<file path="src/rtl/instr_exec_unit.sv">
// Single-issue execution unit: one-cycle ALU/multiply ops plus an
// iterative restoring divider for DIV/MOD, behind valid/ready handshakes.
module instr_exec_unit #(
    parameter int OP_WIDTH   = 32,
    parameter int ADDR_WIDTH = 5
) (
    input  logic                    clk,
    input  logic                    reset,
    input  logic                    in_valid,
    output logic                    in_ready,
    input  logic [2:0]              in_opc,
    input  logic [OP_WIDTH-1:0]     in_op_a,
    input  logic [OP_WIDTH-1:0]     in_op_b,
    input  logic [ADDR_WIDTH-1:0]   in_tag,
    output logic                    out_valid,
    input  logic                    out_ready,
    output logic [2*OP_WIDTH-1:0]   out_result,
    output logic [ADDR_WIDTH-1:0]   out_tag,
    output logic                    out_div0,
    output logic                    busy
);

    localparam int RW = 2 * OP_WIDTH;
    localparam int CW = $clog2(OP_WIDTH + 1);
    localparam logic [CW-1:0] CNT_LAST = CW'(OP_WIDTH);

    localparam logic [2:0] OPC_ZERO  = 3'd0;
    localparam logic [2:0] OPC_PASSA = 3'd1;
    localparam logic [2:0] OPC_PASSB = 3'd2;
    localparam logic [2:0] OPC_ADD   = 3'd3;
    localparam logic [2:0] OPC_SUB   = 3'd4;
    localparam logic [2:0] OPC_MULT  = 3'd5;
    localparam logic [2:0] OPC_DIV   = 3'd6;
    localparam logic [2:0] OPC_MOD   = 3'd7;

    typedef enum logic [1:0] {IDLE, DIVIDE, HOLD} state_t;

    state_t state, state_n;

    logic [RW-1:0]         res_q;
    logic [ADDR_WIDTH-1:0] tag_q;
    logic                  div0_q;
    logic [OP_WIDTH-1:0]   rem_q, quo_q, dsr_q;
    logic [CW-1:0]         cnt_q;
    logic                  neg_a_q, neg_b_q, is_mod_q;

    logic                  accept, is_divmod, start_div;
    logic signed [RW-1:0]  a_ext, b_ext;
    logic [RW-1:0]         alu_res;
    logic [OP_WIDTH-1:0]   a_mag, b_mag;
    logic [OP_WIDTH:0]     trial;
    logic [RW-1:0]         fin_ext;
    logic                  fin_neg;

    assign a_ext     = RW'(signed'(in_op_a));
    assign b_ext     = RW'(signed'(in_op_b));
    assign a_mag     = in_op_a[OP_WIDTH-1] ? -in_op_a : in_op_a;
    assign b_mag     = in_op_b[OP_WIDTH-1] ? -in_op_b : in_op_b;
    assign is_divmod = (in_opc == OPC_DIV) || (in_opc == OPC_MOD);
    assign start_div = is_divmod && (|in_op_b);
    assign accept    = in_valid && in_ready;

    assign trial   = {rem_q, quo_q[OP_WIDTH-1]} - {1'b0, dsr_q};
    assign fin_ext = {{OP_WIDTH{1'b0}}, (is_mod_q ? rem_q : quo_q)};
    assign fin_neg = is_mod_q ? neg_a_q : (neg_a_q ^ neg_b_q);

    always_comb begin
        alu_res = '0;
        unique case (in_opc)
            OPC_ZERO:  alu_res = '0;
            OPC_PASSA: alu_res = a_ext;
            OPC_PASSB: alu_res = b_ext;
            OPC_ADD:   alu_res = a_ext + b_ext;
            OPC_SUB:   alu_res = a_ext - b_ext;
            OPC_MULT:  alu_res = a_ext * b_ext;
            OPC_DIV:   alu_res = '0;
            OPC_MOD:   alu_res = '0;
        endcase
    end

    always_ff @(posedge clk or posedge reset) begin
        if (reset) state <= IDLE;
        else       state <= state_n;
    end

    // HOLD accepts a follow-on instruction in the same edge the result drains
    always_comb begin
        state_n   = state;
        out_valid = (state == HOLD);
        in_ready  = (state != DIVIDE) && (!out_valid || out_ready);
        busy      = (state == DIVIDE) && (cnt_q != CNT_LAST);
        unique case (state)
            IDLE: begin
                if (accept) state_n = start_div ? DIVIDE : HOLD;
            end
            DIVIDE: begin
                if (cnt_q == CNT_LAST) state_n = HOLD;
            end
            HOLD: begin
                if (accept)         state_n = start_div ? DIVIDE : HOLD;
                else if (out_ready) state_n = IDLE;
            end
            default: state_n = IDLE;
        endcase
    end

    always_ff @(posedge clk or posedge reset) begin
        if (reset) begin
            res_q    <= '0;
            tag_q    <= '0;
            div0_q   <= 1'b0;
            rem_q    <= '0;
            quo_q    <= '0;
            dsr_q    <= '0;
            cnt_q    <= '0;
            neg_a_q  <= 1'b0;
            neg_b_q  <= 1'b0;
            is_mod_q <= 1'b0;
        end else if (accept) begin
            tag_q  <= in_tag;
            div0_q <= is_divmod && !start_div;
            if (start_div) begin
                rem_q    <= '0;
                quo_q    <= a_mag;
                dsr_q    <= b_mag;
                cnt_q    <= '0;
                neg_a_q  <= in_op_a[OP_WIDTH-1];
                neg_b_q  <= in_op_b[OP_WIDTH-1];
                is_mod_q <= (in_opc == OPC_MOD);
            end else begin
                res_q <= alu_res;
            end
        end else if (state == DIVIDE) begin
            if (cnt_q == CNT_LAST) begin
                res_q <= fin_neg ? -fin_ext : fin_ext;
            end else begin
                cnt_q <= cnt_q + 1'b1;
                if (!trial[OP_WIDTH]) begin
                    rem_q <= trial[OP_WIDTH-1:0];
                    quo_q <= {quo_q[OP_WIDTH-2:0], 1'b1};
                end else begin
                    rem_q <= {rem_q[OP_WIDTH-2:0], quo_q[OP_WIDTH-1]};
                    quo_q <= {quo_q[OP_WIDTH-2:0], 1'b0};
                end
            end
        end
    end

    assign out_result = res_q;
    assign out_tag    = tag_q;
    assign out_div0   = div0_q;

endmodule
</file>
<file path="config.mk">
export PLATFORM = sky130hd
export DESIGN_NAME = instr_exec_unit
export DESIGN_NICKNAME = d
export VERILOG_FILES = /design/src/rtl/instr_exec_unit.sv
export SDC_FILE = /design/constraint.sdc
export NUM_CORES = 2
export LEC_CHECK = 0
export CORE_ASPECT_RATIO = 1.2
export CORE_MARGIN = 3
export CORE_UTILIZATION = 45
export DETAILED_ROUTE_END_ITERATION = 8
export PLACE_DENSITY = 0.65
export SYNTH_ARGS = -nofsm -noshare
export SYNTH_HDL_FRONTEND = slang
export SYNTH_SLANG_ARGS = --single-unit
</file>
<file path="constraint.sdc">
create_clock -name clk -period 8.8 [get_ports clk]
set_input_delay 2.64 -clock clk [delete_from_list [all_inputs] [get_ports clk]]
set_output_delay 2.64 -clock clk [all_outputs]
set_load 0.02 [all_outputs]
</file>
# ---- Word-level counts from Yosys, hierarchy flattened
# Index checks and enable logic that the tools add are counted.
dict set report word_totals {
  inputBits 76
  wordCells 87
  output_inout_bits 73
  regBits 177
}
dict set report op_classes {
  addsub 7
  bitwise 1
  reduce_logical 19
  n_mux 30
  mul 1
  eq_ne 18
}
# operator count
set op_table {}
lappend op_table {{$mux 32} 12}
lappend op_table {{$pmux 64 s6} 1}
lappend op_table {{$mux 64} 5}
lappend op_table {{$mul 32x32->64} 1}
lappend op_table {{$neg 32->32} 2}
lappend op_table {{$neg 32->64} 1}
lappend op_table {{$add 32x32->33} 1}
lappend op_table {{$sub 32x32->33} 1}
lappend op_table {{$sub 33x32->33} 1}
lappend op_table {{$reduce_or 32->1} 1}
lappend op_table {{$mux 6} 4}
lappend op_table {{$eq 3x3->1 const B} 4}
lappend op_table {{$mux 2} 5}
lappend op_table {{$reduce_and 3->1} 3}
lappend op_table {{$add 6x1->6 const B} 1}
lappend op_table {{$eq 3x2->1 const B} 2}
lappend op_table {{$eq 6x6->1 const B} 1}
lappend op_table {{$ne 2x1->1 const B} 3}
lappend op_table {{$ne 2x2->1 const B} 3}
lappend op_table {{$ne 6x6->1 const B} 1}
lappend op_table {{$pmux 2 s3} 1}
lappend op_table {{$logic_and 1x1->1} 5}
lappend op_table {{$reduce_bool 2->1} 2}
lappend op_table {{$eq 3x1->1 const B} 1}
lappend op_table {{11 further kinds} 14}

# ---- Depth between registers and ports, before layout
dict set report logic_depth {
  ltp_word 7
  mapped_depth 32
  ltp_nobuf 28
}

# ---- Least setup slack after synthesis
# No wires, ideal clock.
dict set report synth_timing {
  kind {input -> register}
  startpoint {input in_op_a[31]}
  endpoint {register res_q[63], in the netlist out_result[63]}
  path_slack_ps -1760
  cell_stages 29
  n_path_buf 4
  setup_ps 129
  arrival_ps 10431
  t_required_ps 8671
  cell_sequence {clkbuf_1 -> buf_1 -> buf_1 -> nand2_1 -> inv_1 -> fa_1 -> inv_1 -> fa_1 -> inv_1 -> fa_1 -> fa_1 -> inv_1 -> fa_1 -> inv_1 -> fa_1 -> inv_1 -> fa_1 -> inv_1 -> fa_1 -> ha_1 -> clkbuf_1 -> and3_1 -> nand2_1 -> or4_1 -> o21ai_0 -> nand2_1 -> o21ai_0 -> xnor2_1 -> o21ai_0}
}
dict set report synth_via {
  elab_chain_len 4
  elab_cells_between_ends 6
  classes_between {add/sub: 2; mul: 1; mux: 3}
}
# element line_no
set synth_lines {}
lappend synth_lines {{start, declared} 12} ;# input logic [OP_WIDTH-1:0] in_op_a,
lappend synth_lines {{$mul 32x32->64 (tied with other cells)} 75} ;# OPC_MULT: alu_res = a_ext * b_ext;
lappend synth_lines {{$pmux 64 s6 (*)} 69} ;# unique case (in_opc)
lappend synth_lines {{$mux 64 (*)} 122} ;# if (start_div) begin
lappend synth_lines {{$mux 64 (*)} 119} ;# end else if (accept) begin
lappend synth_lines {{end signal, assigned} 131} ;# res_q <= alu_res;
lappend synth_lines {{end signal, assigned} 135} ;# res_q <= fin_neg ? -fin_ext : fin_ext;
lappend synth_lines {{end, declared} 40} ;# logic [RW-1:0] res_q;
# Every way passes the cells marked *; elsewhere a longest branch is shown, timed or not. The select of a mux whose other input is x is not followed.
# A chain may end at the register's enable or synchronous reset.

# ---- Final worst setup path
dict set report layout_timing {
  startpoint {input in_op_b[12]}
  endpoint {register res_q[51], in the netlist out_result[51]}
}
dict set report layout_via {
  elab_chain_len 4
  elab_cells_between_ends 10
  classes_between {add/sub: 2; mul: 1; eq/ne: 1; mux: 3; reduce/logical: 3}
}
# element line_no
set layout_lines {}
lappend layout_lines {{start, declared} 13} ;# input logic [OP_WIDTH-1:0] in_op_b,
lappend layout_lines {{$mul 32x32->64 (tied with other cells)} 75}
lappend layout_lines {{$pmux 64 s6 or $logic_and 1x1->1 (tied branches)} {69, 60}}
lappend layout_lines {{$mux 64 or $ne 2x2->1 (tied branches)} -}
lappend layout_lines {{$mux 64 or $reduce_and 3->1 (tied branches)} -}
# Several ways; a longest one is shown, not always the timed one. The select of a mux whose other input is x is not followed.

==> flow_metrics.tcl <==
set metrics [dict create \
    status "finished, violations left" \
    failed_checks "negative setup slack" \
    finalCritPeriodShare 1.073 \
    synth_top_area_share 0.4203 \
    synth_top_family_by_area "adder cells" \
    period_minus_slack_ps 9439 \
    fp.dieW_um 315.3 \
    clk_pin_slew_ps 80 \
    critPathLaunch "in_op_b[12]" \
    muxShareOfSynthArea 0.01167 \
    grt_pass1_wl_um 301200 \
    antenna_found_initial 13 \
    netlist_instances 5894 \
    min-delay-start "out_result[2]" \
    rows 135 \
    grt_pass1_vias 49620 \
    synth_edf_count 0 \
    synth_compound_area_frac 0.1126 \
    ys_seq_area_frac 0.08571 \
    htree_levels 4 \
    overflow 0 \
    layout.nets 7998 \
    wire_per_inst_um 25.34 \
    areaGrowthSynthToFinish_pct 29.71 \
    worstMarginPinSlew_ps 1033 \
    synthTopCellsByCount "fa_1 (1085), inv_1 (1062), nand2_1 (655), and2_1 (453), clkbuf_1 (332)" \
    setup_tns_ps -19580 \
    fin_worst_skew_ps 16.17 \
    synthSimpleGateAreaFrac 0.1630 \
    critPathArrivalTime_ps 9780 \
    fin_ws_ps -639.4 \
    syn_area_um2 51670 \
    place_area_um2 59990 \
    final_util 0.5905 \
    ys_top_cells_by_area "fa_1 (42%), dfrtp_1 (8.6%), inv_1 (7.7%)" \
    final.fill_count 9439 \
    drv_cap 0 \
    syn_avg_cell_area_um2 8.767 \
    yosys_warnings 0 \
    viasPerCell 5.775 \
    endpoint_kind "register" \
    yosys.area_share.xor_xnor 0.03203 \
    cts_tree "done" \
    start_util 0.4552 \
    hold_class "register to register" \
    cp-start-kind "input pin" \
    cts_made_buffers 17 \
    coreArea_um2 113500 \
    place_hpwl_um 149400 \
    rsz0062_at_grt "true" \
    maxSlewHeadroom 0.3114 \
    ys_ff_latch 177 \
    report.final.slew_viol_count 0 \
    pin_count 149 \
    fin_area_um2 67030 \
    cp.required_ps 9150 \
    dr.pass1.iters 9 \
    yosysMostFrequentCell "fa_1" \
    crit_type "input pin to register" \
    grt_max_degree 118 \
    cts.sinks 177 \
    async_flop_share 1.000 \
    die_area_um2 119000 \
    synthAdderAreaFrac 0.4898 \
    io_buffers 148 \
    synth_flop_cell "dfrtp_1" \
    drc 0 \
    drt-total-wl_um 204700 \
    hold_viol 0 \
    drt_iter0_drc 3973 \
    ys_types 80 \
    timing.rr.start "is_mod_q" \
    die_y_um 377.2 \
    final-setup-viol-count 49 \
    drive_gt1_frac 0.2418 \
    ant_nets 0 \
    clk-insertion-delay-late_ps 450 \
    root_buffer "clkbuf_16" \
    vias 46650 \
    synth_area_leader_cell "fa_1" \
    track_usage 0.3382 \
    cts_buffer_depth 2 \
    finalWeightedCongestion 0.9669 \
    crit_fanout 7 \
    synth_fp_nets 7342 \
    max_freq_mhz 105.9 \
]
==> layout by cell type (no fill, tap or decap), types with 23 or more instances in the layout <==
master and n:
inv_1 991, fa_1 963, nand2_1 619, buf_4 610, and2_1 407, nor2_1 263
ha_1 217, o21ai_0 205, a21oi_1 184, dfrtp_1 176, buf_12 126, fa_2 122
buf_6 99, clkdlybuf4s50_1 83, xnor2_1 82, xor2_1 70, nor3_1 66, inv_2 63
ha_4 61, mux2i_1 58, nand3_1 56, a21o_1 54, a21oi_2 52, and2_4 46
a221o_1 37, nand2b_1 36, o31ai_1 30, a22oi_1 28, or3_1 27, clkbuf_16 27
nand2_2 25, o21ai_1 24, bufbuf_16 24, o21a_1 23
==> what timing repair did <==
action / in CTS / in global routing
pin swaps: 310 / 294
buffers inserted: 126 / 80
hold buffers: 0 / 0
gates resized for setup: 721 / 372
setup endpoints to repair: 53 / 52
gates cloned: 40 / 11
==> critical path, stage by stage <==
cell and delay [ps]:
buf_12 110, buf_12 140, buf_16 160, and2_4 170, fa_1 470, fa_2 360, fa_1 530, inv_2 50
fa_1 490, inv_1 60, fa_1 490, inv_1 60, fa_1 510, inv_2 50, fa_1 560, fa_2 490
ha_4 340, inv_4 50, nor2_4 90, or4b_4 530, a211oi_4 270, buf_12 170, nand2_4 50, o311ai_4 310
a211oi_2 160, xnor2_2 180, a21oi_2 180, nor2_1 70
==> state kept, by name, indices dropped and copies added (netlist names), 2 cells and up <==
register / flops
state: 2
quo_q: 32
out_result: 64
dsr_q: 32
rem_q: 32
out_tag: 5
cnt_q: 6
==> routing by layer <==
layer	vias up	global-route usage	share of wire
li1	19700	-	-
met1	23810	0.4022	0.35
met2	2354	0.5665	0.47
met3	783	0.05207	0.082
met4	6	0.2265	0.091
met5	-	0	0.00020
==> area by class of cell <==
| type | count | area (um^2) | share of cell area |
|---|---|---|---|
| sequential | 177 | 4433 | 0.06614 |
| clock inverter | 15 | 183.9 | 0.002744 |
| inverter | 1064 | 4038 | 0.06024 |
| timing repair buffer | 1015 | 11020 | 0.1645 |
| multi-input combinational | 4275 | 45020 | 0.6717 |
| antenna | 8 | 20.02 | 0.0002987 |
| tap | 1507 | 1886 | 0.02813 |
| clock buffer | 17 | 425.4 | 0.006347 |
==> per-stage QoR <==
stage / setup WS, ps / hold WS, ps / std cells
after floorplan: -1008 / 448.5 / 5894
after global placement: -1652 / 459.3 / 7824
after detailed placement: -1728 / 468.9 / 7824
after CTS: -644.5 / 488.0 / 8004
after global routing: -807.2 / 505.2 / 8071
final: -639.4 / 487.9 / 8078
==> cell families after synthesis <==
| family | after synthesis |
|---|---|
| xor gates and xnor gates | 189 |
| muxes | 60 |
| AOI/OAI and AO/OA | 918 |
| and+or+nand+nor | 1736 |
| buffers and inverters | 1442 |
| DFF | 177 |
| adders and majority gates | 1372 |
==> final timing paths <==
| kind | to | slack, ps | cells after the start |
|---|---|---|---|
| hold / removal | out_result[2] | 490 | 2 |
| max in group asynchronous | out_result[1] | 4620 | 3 |
| min in group asynchronous | rem_q[3] | 2700 | 2 |
| setup reg to reg | out_result[51] | 3650 | 10 |
| setup / recovery | out_result[51] | -640 | 28 |
| hold reg to reg | out_result[2] | 490 | 2 |
Power is not shown: default switching activity piles up to over one toggle a cycle in this logic, so the estimate is an artifact.
